<file path="src/rtl/imu_yaw_seq_pkg.sv">
// Shared types and command words for the IMU yaw-rate sequencer.
// Commands are {rd, addr[6:0], data[7:0]}; reads carry a zero data byte.
package imu_pkg;

    typedef enum logic [2:0] {
        PWR,
        WR1,
        WR2,
        WR3,
        IDLE,
        RDL,
        RDH
    } imu_state_t;

    localparam logic [15:0] CMD_INT_EN   = 16'h0D02;
    localparam logic [15:0] CMD_GYRO_CFG = 16'h1160;
    localparam logic [15:0] CMD_CTRL3    = 16'h1240;
    localparam logic [15:0] CMD_RD_YAWL  = 16'hA600;
    localparam logic [15:0] CMD_RD_YAWH  = 16'hA700;

    function automatic logic is_cmd_state(input imu_state_t s);
        return (s == WR1) || (s == WR2) || (s == WR3) || (s == RDL) || (s == RDH);
    endfunction

    function automatic logic [15:0] state_cmd(input imu_state_t s);
        logic [15:0] c;
        c = 16'h0000;
        case (s)
            WR1:     c = CMD_INT_EN;
            WR2:     c = CMD_GYRO_CFG;
            WR3:     c = CMD_CTRL3;
            RDL:     c = CMD_RD_YAWL;
            RDH:     c = CMD_RD_YAWH;
            default: c = 16'h0000;
        endcase
        return c;
    endfunction

endpackage

</file>
<file path="src/rtl/imu_yaw_seq_if.sv">
// Command/response link between the yaw sequencer and the SPI monarch.
interface imu_yaw_seq_if;
    logic        snd;
    logic [15:0] cmd;
    logic        done;
    logic [15:0] resp;

    modport master (output snd, output cmd, input done, input resp);
    modport slave  (input snd, input cmd, output done, output resp);
endinterface

</file>
<file path="src/rtl/imu_yaw_seq_int_sync.sv">
// Two-flop synchronizer plus a third flop for rising-edge detection.
module int_sync (
    input  logic clk,
    input  logic rst,
    input  logic async_i,
    output logic rise_o
);
    logic [2:0] sync_q;

    always_ff @(posedge clk or posedge rst) begin
        if (rst) begin
            sync_q <= 3'b000;
        end else begin
            sync_q <= {sync_q[1:0], async_i};
        end
    end

    assign rise_o = sync_q[1] & ~sync_q[2];
endmodule

</file>
<file path="src/rtl/imu_yaw_seq.sv">
// IMU yaw sequencer: power-up delay, three config writes, then a low/high
// byte read pair per data-ready interrupt, presenting the yaw rate with a strobe.
//
// state | meaning
// PWR   | power-up delay count
// WR1   | write INT1 data-ready enable
// WR2   | write gyro ODR/range
// WR3   | write block-data-update
// IDLE  | wait for pending interrupt
// RDL   | read yaw-rate low byte
// RDH   | read yaw-rate high byte, publish result
module imu_yaw_seq
    import imu_pkg::*;
#(
    parameter logic [15:0] PWR_DLY = 16'hFFFF
) (
    input  logic                 clk,
    input  logic                 rst,
    input  logic                 INT,
    imu_yaw_seq_if.master        spi,
    output logic [15:0]          yaw_rt,
    output logic                 vld
);
    imu_state_t  state_q, state_d;
    logic [15:0] cnt_q, cnt_d;
    logic        pend_q, pend_d;
    logic        done_q;
    logic [7:0]  low_q, low_d;
    logic [15:0] yaw_q, yaw_d;
    logic        vld_q, vld_d;
    logic        snd_q, snd_d;
    logic [15:0] cmd_q, cmd_d;
    logic        int_rise;
    logic        done_rise;
    logic        resp_hi_unused;

    int_sync u_int_sync (
        .clk     (clk),
        .rst     (rst),
        .async_i (INT),
        .rise_o  (int_rise)
    );

    // A done level left over from the previous transaction never counts.
    assign done_rise      = spi.done & ~done_q;
    assign resp_hi_unused = ^spi.resp[15:8];

    always_ff @(posedge clk or posedge rst) begin
        if (rst) begin
            state_q <= PWR;
            cnt_q   <= 16'h0000;
            pend_q  <= 1'b0;
            done_q  <= 1'b0;
            low_q   <= 8'h00;
            yaw_q   <= 16'h0000;
            vld_q   <= 1'b0;
            snd_q   <= 1'b0;
            cmd_q   <= 16'h0000;
        end else begin
            state_q <= state_d;
            cnt_q   <= cnt_d;
            pend_q  <= pend_d;
            done_q  <= spi.done;
            low_q   <= low_d;
            yaw_q   <= yaw_d;
            vld_q   <= vld_d;
            snd_q   <= snd_d;
            cmd_q   <= cmd_d;
        end
    end

    always_comb begin
        state_d = state_q;
        cnt_d   = cnt_q;
        low_d   = low_q;
        yaw_d   = yaw_q;
        vld_d   = 1'b0;
        snd_d   = 1'b0;
        cmd_d   = cmd_q;
        pend_d  = pend_q;

        case (state_q)
            PWR: begin
                cnt_d = cnt_q + 16'd1;
                if (cnt_q == PWR_DLY - 16'd1) state_d = WR1;
            end
            WR1:  if (done_rise) state_d = WR2;
            WR2:  if (done_rise) state_d = WR3;
            WR3:  if (done_rise) state_d = IDLE;
            IDLE: if (pend_q) state_d = RDL;
            RDL: begin
                if (done_rise) begin
                    low_d   = spi.resp[7:0];
                    state_d = RDH;
                end
            end
            RDH: begin
                if (done_rise) begin
                    yaw_d   = {spi.resp[7:0], low_q};
                    vld_d   = 1'b1;
                    state_d = IDLE;
                end
            end
            default: state_d = PWR;
        endcase

        if ((state_d != state_q) && is_cmd_state(state_d)) begin
            snd_d = 1'b1;
            cmd_d = state_cmd(state_d);
        end

        // A new edge landing on the RDL entry edge must survive the clear.
        pend_d = int_rise | (pend_q & ~((state_q == IDLE) && (state_d == RDL)));
    end

    assign spi.snd = snd_q;
    assign spi.cmd = cmd_q;
    assign yaw_rt  = yaw_q;
    assign vld     = vld_q;
endmodule

</file>
<file path="src/flat_wrapper.sv">
// flat-port wrapper written by rule: the top's interface ports become plain ports
module imu_yaw_seq_flat import imu_pkg::*;
#(
    parameter logic [15:0] PWR_DLY = 16'hFFFF
)
  (clk, rst, INT, yaw_rt, vld, spi_snd, spi_cmd, spi_done, spi_resp);
  imu_yaw_seq_if spi_i ();
  input  logic clk;
  input  logic rst;
  input  logic INT;
  output logic [15:0] yaw_rt;
  output logic vld;
  output wire logic [$bits(spi_i.snd)-1:0] spi_snd;
  output wire logic [$bits(spi_i.cmd)-1:0] spi_cmd;
  input wire logic [$bits(spi_i.done)-1:0] spi_done;
  input wire logic [$bits(spi_i.resp)-1:0] spi_resp;
  assign spi_snd = spi_i.snd;
  assign spi_cmd = spi_i.cmd;
  assign spi_i.done = spi_done;
  assign spi_i.resp = spi_resp;
  imu_yaw_seq #(.PWR_DLY(PWR_DLY)) u_core (.clk(clk), .rst(rst), .INT(INT), .spi(spi_i), .yaw_rt(yaw_rt), .vld(vld));
endmodule
</file>
<file path="config.mk">
export PLATFORM = sky130hd
export DESIGN_NAME = imu_yaw_seq_flat
export DESIGN_NICKNAME = d
export VERILOG_FILES = /design/src/rtl/imu_yaw_seq_pkg.sv /design/src/rtl/imu_yaw_seq_if.sv /design/src/rtl/imu_yaw_seq_int_sync.sv /design/src/rtl/imu_yaw_seq.sv /design/src/flat_wrapper.sv
export SDC_FILE = /design/constraint.sdc
export NUM_CORES = 1
export LEC_CHECK = 0
export CELL_PAD_IN_SITES_DETAIL_PLACEMENT = 0
export CELL_PAD_IN_SITES_GLOBAL_PLACEMENT = 1
export CORE_MARGIN = 4
export CORE_UTILIZATION = 30
export CTS_CLUSTER_SIZE = 24
export DETAILED_ROUTE_END_ITERATION = 16
export GPL_TIMING_DRIVEN = 0
export PLACE_DENSITY = 0.7
export SETUP_SLACK_MARGIN = 0.5
export SYNTH_ARGS = -nofsm -noshare
export SYNTH_HDL_FRONTEND = slang
export SYNTH_SLANG_ARGS = --single-unit
</file>
<file path="constraint.sdc">
create_clock -name clk -period 1.6 [get_ports clk]
set_input_delay 0.32 -clock clk [delete_from_list [all_inputs] [get_ports clk]]
set_output_delay 0.32 -clock clk [all_outputs]
set_load 0.005 [all_outputs]
</file>
# == Word level (Yosys, flattened, before mapping) ==
# Cells that the tools add are included.
# classes
n_addsub,1
eq_ne,13
muxes,11
n_bitwise,7
reduce_logical,10
# op_table
cell,count
case mux 16 bit (5 select lines),1
two-way mux 3 bit,6
case mux 3 bit (6 select lines),1
adder 16 x 1 -> 16 bit (second input constant),1
equality test 16 bit (second input constant),1
equality test 3 bit (second input constant),5
equality test 3 x 2 -> 1 bit (second input constant),4
equality test 3 x 1 -> 1 bit (second input constant),2
logical OR 1 bit,4
AND reduction 2 bit,2
bitwise AND 1 bit,3
zero test 3 bit,1
two-way mux 1 bit,3
!= test 3 bit,1
NOT 1 bit,3
logical AND 1 bit,2
OR reduction 2 bit,1
OR 1 bit,1
# word_totals
ff_bits,66
out_inout_bits,34

# == Depth between registers and ports, before layout ==
# Gate-level depths: netlist of the first run.
# depth
word_depth,11
ltp_mapped,5

# == Cells and area by module ==
# A second synthesis of the first run with hierarchy kept.
# hier_totals
cells_unflattened,212
area_unflattened_um2,2528.7
# modules_own_cells
mod,instances,cells_per_inst,area_per_inst_um2,seq_area_each_um2
imu_yaw_seq,1,207,2436.1,1351.3
int_sync,1,5,92.6,75.1

# == Worst setup path after synthesis of the first run ==
# No wires, ideal clock.
# synth_timing
path_kind,reg-to-reg
startpoint,register u_core.done_q
endpoint,"register u_core.yaw_q[0], in the netlist u_core.yaw_rt[0]"
setup_time_ns,0.128
arrival_time_ns,1.330
required_ns,1.472
slack_ns,0.143
path_stages_with_launch,6
n_path_buf,2
period_less_slack_ns,1.457
cell_sequence,dfrtp_1 > nor2b_1 > buf_2 > nand4b_4 > buf_2 > mux2_1
# synth_via
elab_chain_len,3
# synth_rtl
item,line,text
start: declaration,imu_yaw_seq.sv:27,logic done_q;
start signal: assignment,imu_yaw_seq.sv:63,done_q <= spi.done;
NOT 1 bit,imu_yaw_seq.sv:45,assign done_rise = spi.done & ~done_q;
bitwise AND 1 bit,imu_yaw_seq.sv:45,
AND reduction 2 bit (no line),n/a,
end signal: assignment,imu_yaw_seq.sv:65,yaw_q <= yaw_d;
end: declaration,imu_yaw_seq.sv:29,"logic [15:0] yaw_q, yaw_d;"
# No other way between the ends.
# A chain may end at the register's enable or synchronous reset.

# == Worst setup path after layout of the first run ==
# layout_timing
startpoint,register u_core.state_q[2]
endpoint,register u_core.cnt_q[9]
# layout_via
elab_chain_len,1
# layout_rtl
item,line,text
start: declaration,imu_yaw_seq.sv:24,"imu_state_t state_q, state_d;"
start signal: assignment,imu_yaw_seq.sv:60,state_q <= state_d;
zero test 3 bit,imu_yaw_seq.sv:82,case (state_q)
end signal: assignment,imu_yaw_seq.sv:61,cnt_q <= cnt_d;
end: declaration,imu_yaw_seq.sv:25,"logic [15:0] cnt_q, cnt_d;"
# No other way between the ends.

==> results.sh, run 1 <==
export IMPL_slowest_delay_ps=440
export IMPL_worst_pin_slew_ps=639
export IMPL_cts_sinks=57
export IMPL_required_ps=1860
export IMPL_layout_nets=323
export IMPL_area_growth_pct=53.8
export IMPL_slew_headroom=0.573
export IMPL_htreeDepth=3
export IMPL_fmax_mhz=647
export IMPL_path_delay_family="simple AND/OR/NAND/NOR gates"
export IMPL_track_usage=0.127
export IMPL_setup_viol=0
export IMPL_globalplace_congestion=0.704
export IMPL_cp_start_kind="flop"
export IMPL_grt_max_degree=30
export IMPL_n_fill_cell=707
export IMPL_yosysSeqAreaShare=0.580
export IMPL_routed_wl_um=5640
export IMPL_syn_cell_area_mm2=0.00246
export IMPL_cp_slowest_cell="or3_4"
export IMPL_fin_crit_sh=0.966
export IMPL_r2r_end="u_core.cnt_q[9]"
export IMPL_p_leak_uw=0.00197
export IMPL_pre_cts_slack_ps=-577
export IMPL_endpoint_kind="flop"
export IMPL_final_core_util=0.482
export IMPL_rows=32
export IMPL_io_pins=54
export IMPL_synth_avg_cell_area_um2=12.8
export IMPL_cts_buffers=9
export IMPL_maxCapViolations=0
export IMPL_wl_per_cell_um=13.8
export IMPL_timing_rr_start="u_core.state_q[2]"
export IMPL_worstPathArrival_ps=1810
export IMPL_synth_seq_cells=57
export IMPL_final_max_slew_violation_count=0
export IMPL_route_antenna_remaining_nets=0
export IMPL_insertion_delay_ps=330
export IMPL_dr_total_vias=1813
export IMPL_die_h_um=98.5
export IMPL_ys_types=37
export IMPL_setup_ws_ps=54.4
export IMPL_worstSetupPathType="flop to flop"
export IMPL_synthCells=192
export IMPL_layout_min_cycle_time_ps=1550
export IMPL_gr_total_overflow=0
export IMPL_die_w_um=98.5
export IMPL_netlist_area_leader_share=0.580
export IMPL_ir_drop_mv=0.493
export IMPL_path_depth=4
export IMPL_port_buffer_count=39
export IMPL_cts_buffer_depth=2
export IMPL_hold_path_class="primary input to flop"
export IMPL_yosys_area_top_type="dfrtp_1"
export IMPL_drt_vias_per_instance=4.44
export IMPL_rsz0062_at_grt="true"
export IMPL_reg2reg_depth=4
export IMPL_outcome="finished, final reports clean"
export IMPL_n_antenna_cell=0
export IMPL_crit_end="u_core.cnt_q[9]"
export IMPL_grt_pass1_wl_um=9760
export IMPL_die_area_mm2=0.00971
export IMPL_startpoint="u_core.state_q[2]"
export IMPL_path_max_fanout=5
export IMPL_clockRootBuffer="clkbuf_8"
export IMPL_drtIter0Drc=98
export IMPL_cts_hold_buffers=0
export IMPL_p_per_area_mw_per_mm2=1690
export IMPL_yosys_warnings=0
export IMPL_core_area_mm2=0.00785
export IMPL_drive_above_1_share=0.513
export IMPL_place_detailed_hpwl_um=3210
export IMPL_r2r_slack_ps=50
export IMPL_fin_skew_ps=4.59
export IMPL_synth_area_leaders="dfrtp_1 (58%), mux2_1 (11%), xnor2_1 (4.6%)"
export IMPL_first_pass_iters=4
export IMPL_drc=0
export IMPL_grt_pass1_vias=1914
export IMPL_hold_violations=0
export IMPL_clkTransAtPathRegs_ps=70
export IMPL_start_util=0.313
export IMPL_path_buf_inv=0
export IMPL_cts_tree="yes"
export IMPL_antenna_found_initial=0
export IMPL_crit_path_cell_trace="or3_4, nor3_4, and4_1, xor2_1"
==> kinds of logic after synthesis <==
kind of cell | synth area share
other | 0.00153
adders and majority gates | 0.0102
AOI/OAI and AO/OA | 0.0433
xor gates and xnor gates | 0.0534
and+or+nand+nor | 0.138
buffers and inverters | 0.0514
muxes | 0.122
DFF | 0.580
==> metal layers <==
layer | track usage | routed length [um] | up-vias
met4 | 0.0378 | 58 | 0
li1 | - | - | 872
met2 | 0.194 | 2710 | 40
met3 | 0.0580 | 288 | 5
met1 | 0.161 | 2580 | 896
met5 | 0 | 0 | -
==> registers in the layout, summed over array words and instances (netlist names) <==
register                  cells
u_core.vld                    1
u_core.done_q                 1
u_core.u_int_sync.sync_q      3
u_core.spi.snd                1
u_core.yaw_rt                16
u_core.spi.cmd                7
u_core.pend_q                 1
u_core.state_q                3
u_core.low_q                  8
u_core.cnt_q                 16
==> where the power goes <==
group	internal, uW	switching (uW)
clock network	875	605
logic	1660	971
registers	1940	324
total	4480	1900
==> layout make-up <==
cell class	instances	area, um^2	share of cell area
plain buffers	14	144	0.0380
flip-flops and latches	57	1430	0.377
clock buffers	9	124	0.0327
repair inverters	1	7.51	0.00198
inverters	9	42.5	0.0112
well taps	102	128	0.0337
repair buffers	92	713	0.189
multi-input cells	117	1100	0.292
clock inverters	7	93.8	0.0248
==> synth_stat cells <==
cell and number:
a211oi_1 1, nor3b_2 1, nand4bb_1 1, nor3_4 2, and2_1 2, and3_1 1
a21oi_1 4, nor3_2 1, nand2b_1 1, inv_1 8, nand4b_4 1, o31ai_1 1
mux2_1 24, a31o_1 1, mux2i_1 3, xor2_1 2, dfrtp_1 57, ha_1 2
nand4_1 7, o32ai_1 2, nor2_1 4, nor2b_1 1, o21ai_0 4, nand3b_1 2
or3_4 1, nor4_2 1, buf_2 5, nand2_1 14, conb_1 1, and4_1 3
nand3_1 7, nand2_2 1, a21o_1 2, buf_4 9, xnor2_1 13, o32a_1 1
inv_2 1
==> stage by stage <==
stage                     setup TNS [ps]  hold WS, ps  cells  instance area [um^2]  power (uW)
after floorplan                        0          331    197                  2570        3320
after global placement            -22260          333    338                  3090        4170
after detailed placement          -21890          337    338                  3090        4210
after CTS                              0          320    395                  3610        6130
after global routing               -37.4          321    408                  3780        6800
final                                  0          340    408                  3780        6380
==> repair_timing <==
action,CTS,global route
endpoints found under the setup margin,138,81
buffers inserted,39,13
pin swaps,17,10
gates resized for setup,148,17
cloned,2,0
hold endpoints to repair,0,0
==> cell usage in the layout, fill, tap and decap left out, drive strengths merged, types with 4 or more instances in the layout <==
cell	count
a21oi	4
buf	94
clkbuf	10
clkdlybuf4s50	10
clkinvlp	4
conb	6
dfrtp	57
inv	9
mux2	24
nand2	15
nand3	7
nand4	7
nor2	4
o21ai	4
xnor2	13
==> how the worst min path moves through the flow <==
stage,from,endpoint,slack (ps),cells past startpoint
after floorplan,u_core.u_int_sync.sync_q[0],u_core.u_int_sync.sync_q[1],330,0
after global placement,u_core.u_int_sync.sync_q[0],u_core.u_int_sync.sync_q[1],330,0
after detailed placement,u_core.u_int_sync.sync_q[0],u_core.u_int_sync.sync_q[1],340,0
after CTS,spi_done,u_core.done_q,320,1
after global routing,spi_done,u_core.done_q,320,1
final,spi_done,u_core.done_q,340,1
No activity file was read; power rests on OpenSTA's default activity.
==> run 2: changes to the inputs <==
--- a/config.mk
+++ b/config.mk
@@ -7,6 +7,7 @@
 export LEC_CHECK = 0
 export CELL_PAD_IN_SITES_DETAIL_PLACEMENT = 0
 export CELL_PAD_IN_SITES_GLOBAL_PLACEMENT = 1
+export CORE_ASPECT_RATIO = 0.6
 export CORE_MARGIN = 4
 export CORE_UTILIZATION = 30
 export CTS_CLUSTER_SIZE = 24
==> run 2 against run 1 <==
Sequential share of layout area down 1.2 points; global-route usage down 0.78 points; largest power group unchanged; largest cell class unchanged; core utilization is 1.4 points higher; power rose by 8.5%; register-to-register slack improved by 20 ps; routed wire length increased by 2.3%; cell area grew 3.7%.
==> results.sh, run 2 (same netlist as run 1, synthesis figures left out) <==
export IMPL_outcome="finished, final reports clean"
export IMPL_wl_per_cell_um=14.1
export IMPL_core_area_mm2=0.00791
export IMPL_clockRootBuffer="clkbuf_16"
export IMPL_drc=0
export IMPL_fin_skew_ps=4.80
export IMPL_layout_min_cycle_time_ps=1520
export IMPL_n_fill_cell=710
export IMPL_hold_path_class="primary input to async pin"
export IMPL_grt_pass1_vias=1737
export IMPL_die_area_mm2=0.00976
export IMPL_insertion_delay_ps=320
export IMPL_place_area_mm2=0.00309
export IMPL_p_per_area_mw_per_mm2=1770
export IMPL_place_detailed_hpwl_um=3330
export IMPL_route_antenna_remaining_nets=0
export IMPL_n_antenna_cell=0
export IMPL_path_delay_family="simple AND/OR/NAND/NOR gates"
export IMPL_drt_vias_per_instance=4.36
export IMPL_start_util=0.311
export IMPL_slew_headroom=0.599
export IMPL_final_common_cell="dfrtp_1"
export IMPL_drtIter0Drc=98
export IMPL_final_core_util=0.495
export IMPL_worstPathArrival_ps=1780
export IMPL_die_h_um=78.1
export IMPL_dr_total_vias=1784
export IMPL_p_leak_uw=0.00204
export IMPL_rsz0062_at_grt="true"
export IMPL_crit_path_cell_trace="or3_4, nor2_1, and4_4, o32a_1"
export IMPL_die_w_um=125
export IMPL_grt_max_degree=30
export IMPL_final_cell_mix="dfrtp_1 (53), buf_4 (43), buf_2 (26)"
export IMPL_design_area_mm2=0.00392
export IMPL_cts_buffer_depth=2
export IMPL_area_growth_pct=59.5
export IMPL_maxCapViolations=0
export IMPL_cp_slowest_cell="or3_4"
export IMPL_slowest_delay_ps=430
export IMPL_antenna_found_initial=0
export IMPL_cts_sinks=57
export IMPL_path_max_fanout=5
export IMPL_grt_pass1_wl_um=9050
export IMPL_clkTransAtPathRegs_ps=50
export IMPL_port_buffer_count=39
export IMPL_endpoint_kind="flop"
export IMPL_rows=25
export IMPL_htreeDepth=3
export IMPL_cp_start_kind="flop"
export IMPL_track_usage=0.119
export IMPL_globalplace_congestion=0.730
export IMPL_gr_total_overflow=0
export IMPL_fin_crit_sh=0.951
export IMPL_cts_buffers=9
export IMPL_use_met2=0.162
export IMPL_hold_violations=0
export IMPL_setup_viol=0
export IMPL_cts_tree="yes"
export IMPL_layout_nets=318
export IMPL_use_met3=0.0551
export IMPL_met1_usage=0.166
export IMPL_fmax_mhz=657
export IMPL_ir_drop_mv=0.606
export IMPL_final_max_slew_violation_count=0
export IMPL_worst_pin_slew_ps=600
export IMPL_worstSetupPathType="flop to flop"
export IMPL_busiest_layer="met1"
export IMPL_path_buf_inv=0
export IMPL_routed_wl_um=5760
export IMPL_first_pass_iters=4
export IMPL_drive_above_1_share=0.548
export IMPL_cts_hold_buffers=0
export IMPL_io_pins=54
export IMPL_required_ps=1860
[run 2: layout make-up]
cell class,count,area [um^2],share of cell area
clock buffers,11,243,0.0619
repair inverters,2,15.0,0.00383
flip-flops and latches,57,1430,0.365
multi-input cells,117,1160,0.295
repair buffers,86,673,0.172
inverters,9,42.5,0.0108
well taps,108,135,0.0345
plain buffers,14,146,0.0373
clock inverters,5,78.8,0.0201
[run 2: path summary, 6_finish.rpt]
path / start / endpoint / slack (ps) / depth (start not counted)
max in group asynchronous: rst / u_core.low_q[5] / 970 / 2
worst max-delay path: u_core.state_q[0] / u_core.spi.cmd[10] / 80 / 4
worst max register to register: u_core.state_q[0] / u_core.spi.cmd[10] / 80 / 4
worst min register to register: u_core.u_int_sync.sync_q[0] / u_core.u_int_sync.sync_q[1] / 350 / 0
min in group clk: u_core.u_int_sync.sync_q[0] / u_core.u_int_sync.sync_q[1] / 350 / 0
worst min-delay path: rst / u_core.cnt_q[10] / 190 / 2
[run 2: report_power, final]
part	internal, uW	switching, uW	leakage, uW	total, uW
Sequential	1950	336	0.000725	2290
Combinational	1660	942	0.00116	2600
Clock	1400	632	0.000159	2030
[run 2: timing repair]
action / 4_1_cts / 5_1_grt
resized for setup: 152 / 31
pin swaps: 18 / 10
setup buffers: 33 / 14
setup endpoints to repair: 138 / 99
cloned: 1 / 1
[run 2: worst register-to-register path, stage by stage, from the launching register on]
cell and delay [ps]:
dfrtp_1 400, or3_4 430, nor2_1 170, and4_4 300, o32a_1 160
[run 2: layer usage]
layer,wire (um),up-vias
li1,-,870
met5,0,-
met4,59,0
met1,2960,864
met2,2410,42
met3,327,8
[run 2: stage by stage]
stage / power, uW / hold WS [ps] / worst slack (ps) / setup TNS, ps / cells
2_1_floorplan: 3320 / 331 / 153 / 0 / 197
3_3_place_gp: 4160 / 334 / -551 / -21710 / 344
3_5_place_dp: 4210 / 338 / -574 / -22390 / 344
4_1_cts: 6630 / 349 / 80.9 / 0 / 394
5_1_grt: 7340 / 209 / -28.2 / -88.2 / 409
6_report: 6920 / 187 / 78.2 / 0 / 409
